$ cat config.mk
export PLATFORM = sky130hd
export DESIGN_NAME = seg7_scan
export DESIGN_NICKNAME = d
export VERILOG_FILES = /design/src/rtl/seg7_scan.sv
export SDC_FILE = /design/constraint.sdc
export NUM_CORES = 1
export LEC_CHECK = 0
export ABC_AREA = 1
export CAP_MARGIN = 20
export CORE_AREA = 2 2 94 96
export CTS_BUF_LIST = sky130_fd_sc_hd__clkbuf_8 sky130_fd_sc_hd__clkbuf_16
export DETAILED_ROUTE_END_ITERATION = 10
export DIE_AREA = 0 0 96 98
export HOLD_SLACK_MARGIN = 0.02
export PLACE_DENSITY = 0.7
export SLEW_MARGIN = 5
export SYNTH_ARGS = -nofsm -noshare
export SYNTH_HDL_FRONTEND = slang
export SYNTH_SLANG_ARGS = --single-unit
$ cat constraint.sdc
create_clock -name clk -period 1.9 [get_ports clk]
set_clock_uncertainty 0.2 [all_clocks]
set_input_delay 0.19 -clock clk [delete_from_list [all_inputs] [get_ports clk]]
set_output_delay 0.19 -clock clk [all_outputs]
set_load 0.05 [all_outputs]
$ cat src/rtl/seg7_scan.sv
// seg7_scan: time-multiplexed driver for a DIGITS-wide 7-segment display.
// Updates are staged in a pending register and committed only when the scan
// wraps to digit 0, so a frame never shows a mix of old and new data.
// Optional feature: define LEADING_ZERO_BLANK_EN to darken leading zero digits.
module seg7_scan #(
    parameter int DIGITS   = 4,
    parameter int SCAN_DIV = 1000
) (
    input  logic                  clk,
    input  logic                  rst_n,
    input  logic [4*DIGITS-1:0]   data,
    input  logic [DIGITS-1:0]     dp,
    input  logic [DIGITS-1:0]     blank,
    input  logic                  load,
    output logic [7:0]            seg,
    output logic [DIGITS-1:0]     an,
    output logic                  frame,
    output logic                  pending
);

    localparam int CW = (SCAN_DIV > 1) ? $clog2(SCAN_DIV) : 1;
    localparam int IW = (DIGITS > 1) ? $clog2(DIGITS) : 1;

    logic [CW-1:0]          cnt;
    logic [IW-1:0]          idx;
    logic                   tick;
    logic                   wrap;

    logic [4*DIGITS-1:0]    sh_data;
    logic [DIGITS-1:0]      sh_dp;
    logic [DIGITS-1:0]      sh_blank;
    logic [4*DIGITS-1:0]    pd_data;
    logic [DIGITS-1:0]      pd_dp;
    logic [DIGITS-1:0]      pd_blank;
    logic                   valid;

    logic [DIGITS-1:0]      dark;
    logic [DIGITS-1:0]      sel;
    logic [3:0]             nib;

    assign tick    = (cnt == CW'(SCAN_DIV - 1));
    assign wrap    = tick && (idx == IW'(DIGITS - 1));
    assign pending = valid;

    function automatic logic [6:0] hex7(input logic [3:0] n);
        case (n)
            4'h0: hex7 = 7'h3F;
            4'h1: hex7 = 7'h06;
            4'h2: hex7 = 7'h5B;
            4'h3: hex7 = 7'h4F;
            4'h4: hex7 = 7'h66;
            4'h5: hex7 = 7'h6D;
            4'h6: hex7 = 7'h7D;
            4'h7: hex7 = 7'h07;
            4'h8: hex7 = 7'h7F;
            4'h9: hex7 = 7'h6F;
            4'hA: hex7 = 7'h77;
            4'hB: hex7 = 7'h7C;
            4'hC: hex7 = 7'h39;
            4'hD: hex7 = 7'h5E;
            4'hE: hex7 = 7'h79;
            default: hex7 = 7'h71;
        endcase
    endfunction

    // Prescaler: counts 0..SCAN_DIV-1, one tick per digit slot.
    always_ff @(posedge clk or negedge rst_n) begin
        if (!rst_n)    cnt <= '0;
        else if (tick) cnt <= '0;
        else           cnt <= cnt + 1'b1;
    end

    // Digit index: advances on each tick, wraps to 0 after the last digit.
    always_ff @(posedge clk or negedge rst_n) begin
        if (!rst_n)     idx <= '0;
        else if (wrap)  idx <= '0;
        else if (tick)  idx <= idx + 1'b1;
    end

    // Staging and commit: a load in the wrap cycle bypasses straight to shadow.
    always_ff @(posedge clk or negedge rst_n) begin
        if (!rst_n) begin
            sh_data  <= '0;
            sh_dp    <= '0;
            sh_blank <= '1;
            pd_data  <= '0;
            pd_dp    <= '0;
            pd_blank <= '0;
            valid    <= 1'b0;
        end else if (wrap) begin
            if (load) begin
                sh_data  <= data;
                sh_dp    <= dp;
                sh_blank <= blank;
            end else if (valid) begin
                sh_data  <= pd_data;
                sh_dp    <= pd_dp;
                sh_blank <= pd_blank;
            end
            valid <= 1'b0;
        end else if (load) begin
            pd_data  <= data;
            pd_dp    <= dp;
            pd_blank <= blank;
            valid    <= 1'b1;
        end
    end

    // Effective dark mask: explicit blanks, plus leading zeros when enabled.
    always_comb begin
        dark = sh_blank;
`ifdef LEADING_ZERO_BLANK_EN
        begin : lzb
            logic run;
            run = 1'b1;
            for (int unsigned i = DIGITS - 1; i >= 1; i--) begin
                run = run && (sh_data[4*i +: 4] == 4'h0);
                if (run) dark[i] = 1'b1;
            end
        end
`endif
    end

    // Current digit select and nibble.
    always_comb begin
        sel      = '0;
        sel[idx] = 1'b1;
        nib      = sh_data[4*int'(idx) +: 4];
    end

    // Registered pin drivers and frame pulse.
    always_ff @(posedge clk or negedge rst_n) begin
        if (!rst_n) begin
            seg   <= '0;
            an    <= '0;
            frame <= 1'b0;
        end else begin
            frame <= wrap;
            if (dark[idx]) begin
                seg <= '0;
                an  <= '0;
            end else begin
                seg <= {sh_dp[idx], hex7(nib)};
                an  <= sel;
            end
        end
    end

endmodule

==> metrics.txt, run 1 <==
Clock Latency Late Sink=0.35 ns; core footprint=8466 sq um; Initial DRT Pass Iterations=4; Lkg Pwr=2.494 nW; Synth Instances=473; total track usage=0.1761; critical setup path kind=register to output pin; R2R cell count=9; Area growth, synth to finish=25.99%; commonest non-fill, non-tap cell in the layout=nand2_1; total number of vias=3,106; fin nets=573; Tcrit/Tclk final=0.9731; total grt overflow=0; fin area=4671 sq um; antenna violations before repair=0; Critical Path RT=1.51 ns; pwr dens=691.9 nW/um^2; Net Count, Synth=511; vias in the first global route=2,904; critical path's top delay family=buffers and inverters; Die H=98 microns; Setup TNS=0 ns; min-delay worst type=primary input to asynchronous set/reset pin; crit path launch=seg[7]$_DFF_PN0_; WL final=7786 microns; via/cell ratio=4.793; Sink Count=74; setup violators final=0; fmax=540.9 MHz; clock-pin slew on the worst setup and hold paths=0.08 ns; port bufs=40; Async S/R FF share, synth=1.000; M3 GR Usage=0.02701; GR Util met2=0.2804; sequential share of the synthesized area=0.5008; peak supply drop=0.4718 mV; main flop type after synthesis=dfrtp_1; 1st-iter DRT viols=136; WP buf/inv=1; met1 usage=0.2399; final setup margin=0.05112 ns; global-route wire length before repair=13,120 microns; DRC viols=0; CP arrival=1.46 ns; TritonCTS clock tree=yes; non-filler cells, final=648; ratio of cells with drive above 1 in the final layout=0.1556; Cells after DPL=623; largest net degree at the start of global routing=75; Horiz. Die Dim=96 microns; RSZ-0062 raised after global routing=yes; Critical Path Sink Type=output pin; number of flops mapped to enable cells by yosys=0; antenna fix cells=0; commonest cells after routing, fill and taps aside=234 x nand2_1, 68 x dfrtp_1, 37 x nand3_1; Crit path depth=1; Slew @ Worst Pin=0.4994 ns; hold slack=0.1739 ns; Max Buffers Root-to-Sink=2; CP cell instances=clkdlybuf4s50_1; final count of pins violating max slew=0; final RePlAce weighted congestion=0.8009; WL/cell=12.02 microns; row cnt=34; Crit path largest cell delay=0.79 ns; grt peak-use layer=met2; number of max-cap violations=0; Avg Cell Area, Syn=7.838 sq um; H-tree Lvls=3; Setup WS pre-CTS=-0.1007 ns; Post-DP HPWL=5220 microns; fin crit period=1.849 ns; final hold vios=0; CP startpoint kind=register; slowest CP cell=clkdlybuf4s50_1; Ys Warns=0; Crit Path Max Fanout=1; Synth Register Bits=74; ANT nets after route=0; status=finished clean; Placed Area=4270 sq um; Slew HR=0.6665; Num CTS Buffers=9; RR Startpoint=idx[0]$_DFFE_PN0P_; starting density of the core=0.4379; Yosys cell types=27; die area=9408 sq um; root buf cell=clkbuf_8; Syn Std Cell Area=3707 sq um; I/O pin count=41
==> report_power, final <==
| group | switching (mW) | internal (mW) | total [mW] |
|---|---|---|---|
| Sequential | 0.0264 | 1.62 | 1.65 |
| Combinational | 0.137 | 0.107 | 0.244 |
| Clock | 0.605 | 0.736 | 1.34 |
| Total | 0.769 | 2.46 | 3.23 |
==> worst paths after layout <==
path	end	slack [ns]
setup reg to reg	seg[3]$_DFF_PN0_	0.06
min in group clk	pd_data[7]$_DFFE_PN0P_	0.20
setup / recovery	seg[7]	0.05
hold / removal	pd_dp[2]$_DFFE_PN0P_	0.17
hold reg to reg	cnt[0]$_DFF_PN0_	0.26
max in group asynchronous	dark[3]$_DFFE_PN1P_	0.96
==> cells by family after synthesis <==
family / after synthesis / share of synthesized area
simple gates: 322 / 0.3591
fa+ha+maj: 11 / 0.03712
buf+inv: 42 / 0.06278
compound gates: 20 / 0.03072
xor+xnor: 4 / 0.009452
flops: 74 / 0.5008
==> layout make-up <==
class                   count  area (sq um)
clock inverters             7         93.84
well taps                 108         135.1
fillers                   782          3795
flip-flops and latches     74          1859
inverters                  24         98.84
multi-input cells         358          1712
clock buffers               9         123.9
repair buffers             68         648.1
==> metal layers <==
| layer | up-vias | routed length, microns | share of wire |
|---|---|---|---|
| met5 | - | 0 | 0 |
| met2 | 66 | 3873 | 0.50 |
| met1 | 1444 | 3538 | 0.45 |
| met3 | 9 | 278 | 0.036 |
| li1 | 1587 | - | - |
| met4 | 0 | 95 | 0.012 |
==> metrics by stage <==
stage,utilization,power (mW)
after floorplan,-,1.785
after global placement,0.5044,1.908
after detailed placement,0.5044,1.917
after CTS,0.5362,3.254
after global routing,0.5517,3.378
final,0.5517,3.232
==> cells in the mapped netlist (4+ instances only) <==
cell type	instances	share of area
ha_1	11	0.037
a21oi_1	5	0.0067
nand3_1	40	0.054
nor2_1	29	0.029
inv_1	21	0.021
nand2_1	238	0.24
o21ai_0	12	0.016
buf_6	8	0.024
buf_2	6	0.0081
dfstp_2	4	0.028
dfrtp_1	70	0.47
==> sequential cells by signal, summed over array words and instances, names as in the netlist <==
| name | flops |
|---|---|
| pd_data | 16 |
| sh_data | 16 |
| cnt | 10 |
| seg | 8 |
| an | 4 |
| dark | 4 |
| pd_blank | 4 |
| pd_dp | 4 |
| sh_dp | 4 |
| idx | 2 |
| frame | 1 |
| pending | 1 |
==> timing repair <==
| action | in CTS | in global routing |
|---|---|---|
| pin swaps | 1 | 9 |
| setup buffers | 2 | 5 |
| endpoints found under the setup margin | 45 | 61 |
| cloned | 1 | 0 |
| hold buffers | 1 | 0 |
| resized for setup | 3 | 30 |
| hold endpoints to repair | 74 | 0 |
No activity file was read; power rests on OpenSTA's default activity.
==> run 2: changes to the inputs <==
--- a/config.mk
+++ b/config.mk
@@ -11,7 +11,7 @@
 export CTS_BUF_LIST = sky130_fd_sc_hd__clkbuf_8 sky130_fd_sc_hd__clkbuf_16
 export DETAILED_ROUTE_END_ITERATION = 10
 export DIE_AREA = 0 0 96 98
-export HOLD_SLACK_MARGIN = 0.02
+export MAX_ROUTING_LAYER = met4
 export PLACE_DENSITY = 0.7
 export SLEW_MARGIN = 5
 export SYNTH_ARGS = -nofsm -noshare
==> run 2 against run 1 <==
Effect of this change:
- count of clock-buffer cells in the layout stayed put
- routed wire length hardly changed
- cell count stayed put
- first-iteration DRC count is 2.9% higher
- global-route usage is 0.57 points higher
- sequential power hardly changed
- critical path type unchanged
- largest cell class unchanged
==> metrics.txt, run 2 (synthesis results as in run 1) <==
I/O pin count=41 (unchanged); pwr dens=693.7 nW/um^2 (+0.26%); CP cell instances=clkdlybuf4s50_1; Tcrit/Tclk final=0.9753 (+0.002240); row cnt=34 (unchanged); crit path launch=seg[7]$_DFF_PN0_; Max Buffers Root-to-Sink=2 (unchanged); ratio of cells with drive above 1 in the final layout=0.1556 (unchanged); slowest CP cell=clkdlybuf4s50_1; hold slack=0.1862 ns (+0.01230 ns); final count of pins violating max slew=0 (unchanged); worst setup path endpoint=seg[7]; largest registers=pd_data: 16 flops, sh_data: 16 flops, cnt: 10 flops; status=finished clean; via/cell ratio=4.816 (+0.48%); RSZ-0062 raised after global routing=yes; Seq. cell area=1859 sq um (unchanged); filler cell count=782 (unchanged); min-delay worst type=primary input to asynchronous set/reset pin; Horiz. Die Dim=96 microns (unchanged); fin crit period=1.853 ns (+0.004255 ns); WL final=7780 microns (about the same); vias in the first global route=2,901 (-0.10%); starting density of the core=0.4379 (unchanged); clock-pin slew on the worst setup and hold paths=0.08 ns (about the same); Crit Path Max Fanout=1 (unchanged); total grt overflow=0 (unchanged); antenna violations before repair=0 (unchanged); commonest cells after routing, fill and taps aside=234 x nand2_1, 68 x dfrtp_1, 37 x nand3_1; Post-DP HPWL=5220 microns (unchanged); Power Total=3.240 mW (+0.26%); number of max-cap violations=0 (unchanged); final RePlAce weighted congestion=0.8125 (+1.4%); Critical Path Sink Type=output pin; global-route wire length before repair=13,130 microns (about the same); CP startpoint kind=register; port bufs=40 (unchanged); RR Startpoint=idx[0]$_DFFE_PN0P_; DRC viols=0 (unchanged); Crit path largest cell delay=0.79 ns (about the same); final setup margin=0.04686 ns (-0.004255 ns); ANT nets after route=0 (unchanged); 1st-iter DRT viols=140 (+2.9%); RR Endpoint=seg[3]$_DFF_PN0_; Clock Latency Late Sink=0.35 ns (about the same); area of the multi-input gates=1712 sq um (unchanged); Crit path depth=1 (unchanged); Die H=98 microns (unchanged); Critical Path RT=1.51 ns (about the same); H-tree Lvls=3 (unchanged); core footprint=8466 sq um (unchanged); total track usage=0.1818 (+0.005723); Num CTS Buffers=9 (unchanged); critical path's top delay family=buffers and inverters; R2R cell count=9 (unchanged); peak supply drop=0.4741 mV (+0.49%); WP buf/inv=1 (unchanged); Setup WS pre-CTS=-0.1007 ns (unchanged); commonest non-fill, non-tap cell in the layout=nand2_1; R2R setup slack=0.07 ns (about the same); total number of vias=3,121 (+0.48%); WL/cell=12.01 microns (about the same); Slew HR=0.6665 (unchanged); critical setup path kind=register to output pin; fin area=4671 sq um (unchanged); die area=9408 sq um (unchanged); Slew @ Worst Pin=0.4994 ns (unchanged); setup violators final=0 (unchanged); largest net degree at the start of global routing=75 (unchanged); antenna fix cells=0 (unchanged); Sink Count=74 (unchanged); Initial DRT Pass Iterations=4 (unchanged); TritonCTS clock tree=yes; CP arrival=1.46 ns (about the same); fin nets=573 (unchanged); final hold vios=0 (unchanged); fmax=539.6 MHz (-0.23%); Area growth, synth to finish=25.99% (unchanged); Placed Area=4270 sq um (unchanged); Setup TNS=0 ns (unchanged); root buf cell=clkbuf_8; Lkg Pwr=2.494 nW (unchanged)
## run 2: cell counts in the layout (fill, tap and decap cells not counted)
No cell type changed its count.
## run 2: metal layers
layer | up-vias | track usage | share of wire
met1 | 1448 | 0.2424 | 0.45
li1 | 1589 | - | -
met5 | - | - | 0
met3 | 13 | 0.02623 | 0.038
met2 | 71 | 0.2799 | 0.49
met4 | 0 | 0.06923 | 0.014
## run 2: final cells by class
cell class,instances,area share
flip-flops and latches,74,0.3981
multi-input cells,358,0.3665
repair buffers,68,0.1388
well taps,108,0.02893
clock buffers,9,0.02652
inverters,24,0.02116
clock inverters,7,0.02009
## run 2: how the worst min path moves through the flow
| stage | start | depth (start not counted) | end |
|---|---|---|---|
| 4_1_cts | data[8] | 3 | pd_data[8]$_DFFE_PN0P_ |
| 5_1_grt | data[15] | 3 | pd_data[15]$_DFFE_PN0P_ |
| 2_1_floorplan | rst_n | 0 | an[0]$_DFF_PN0_ |
| 6_report | rst_n | 3 | pd_dp[2]$_DFFE_PN0P_ |
| 3_3_place_gp | rst_n | 2 | pd_blank[1]$_DFFE_PN0P_ |
| 3_5_place_dp | rst_n | 2 | pd_dp[2]$_DFFE_PN0P_ |
## run 2: through the flow
stage | util | cells
after floorplan | - | 473
after global placement | 0.5044 | 623
after detailed placement | 0.5044 | 623
after CTS | 0.5362 | 643
after global routing | 0.5517 | 648
final | 0.5517 | 648
## run 2: power breakdown
| group | switching, mW | internal [mW] | total [mW] |
|---|---|---|---|
| sequential | 0.0262 | 1.62 | 1.65 |
| combinational | 0.138 | 0.107 | 0.245 |
| clock | 0.613 | 0.736 | 1.35 |
## run 2: repair_timing
| action | CTS | global route |
|---|---|---|
| endpoints found under the setup margin | 45 | 61 |
| hold buffers | 1 | 0 |
| pin swaps | 1 | 9 |
| setup buffers | 2 | 5 |
| gates cloned | 1 | 0 |
| resized for setup | 3 | 30 |
| hold endpoints to repair | 74 | 0 |
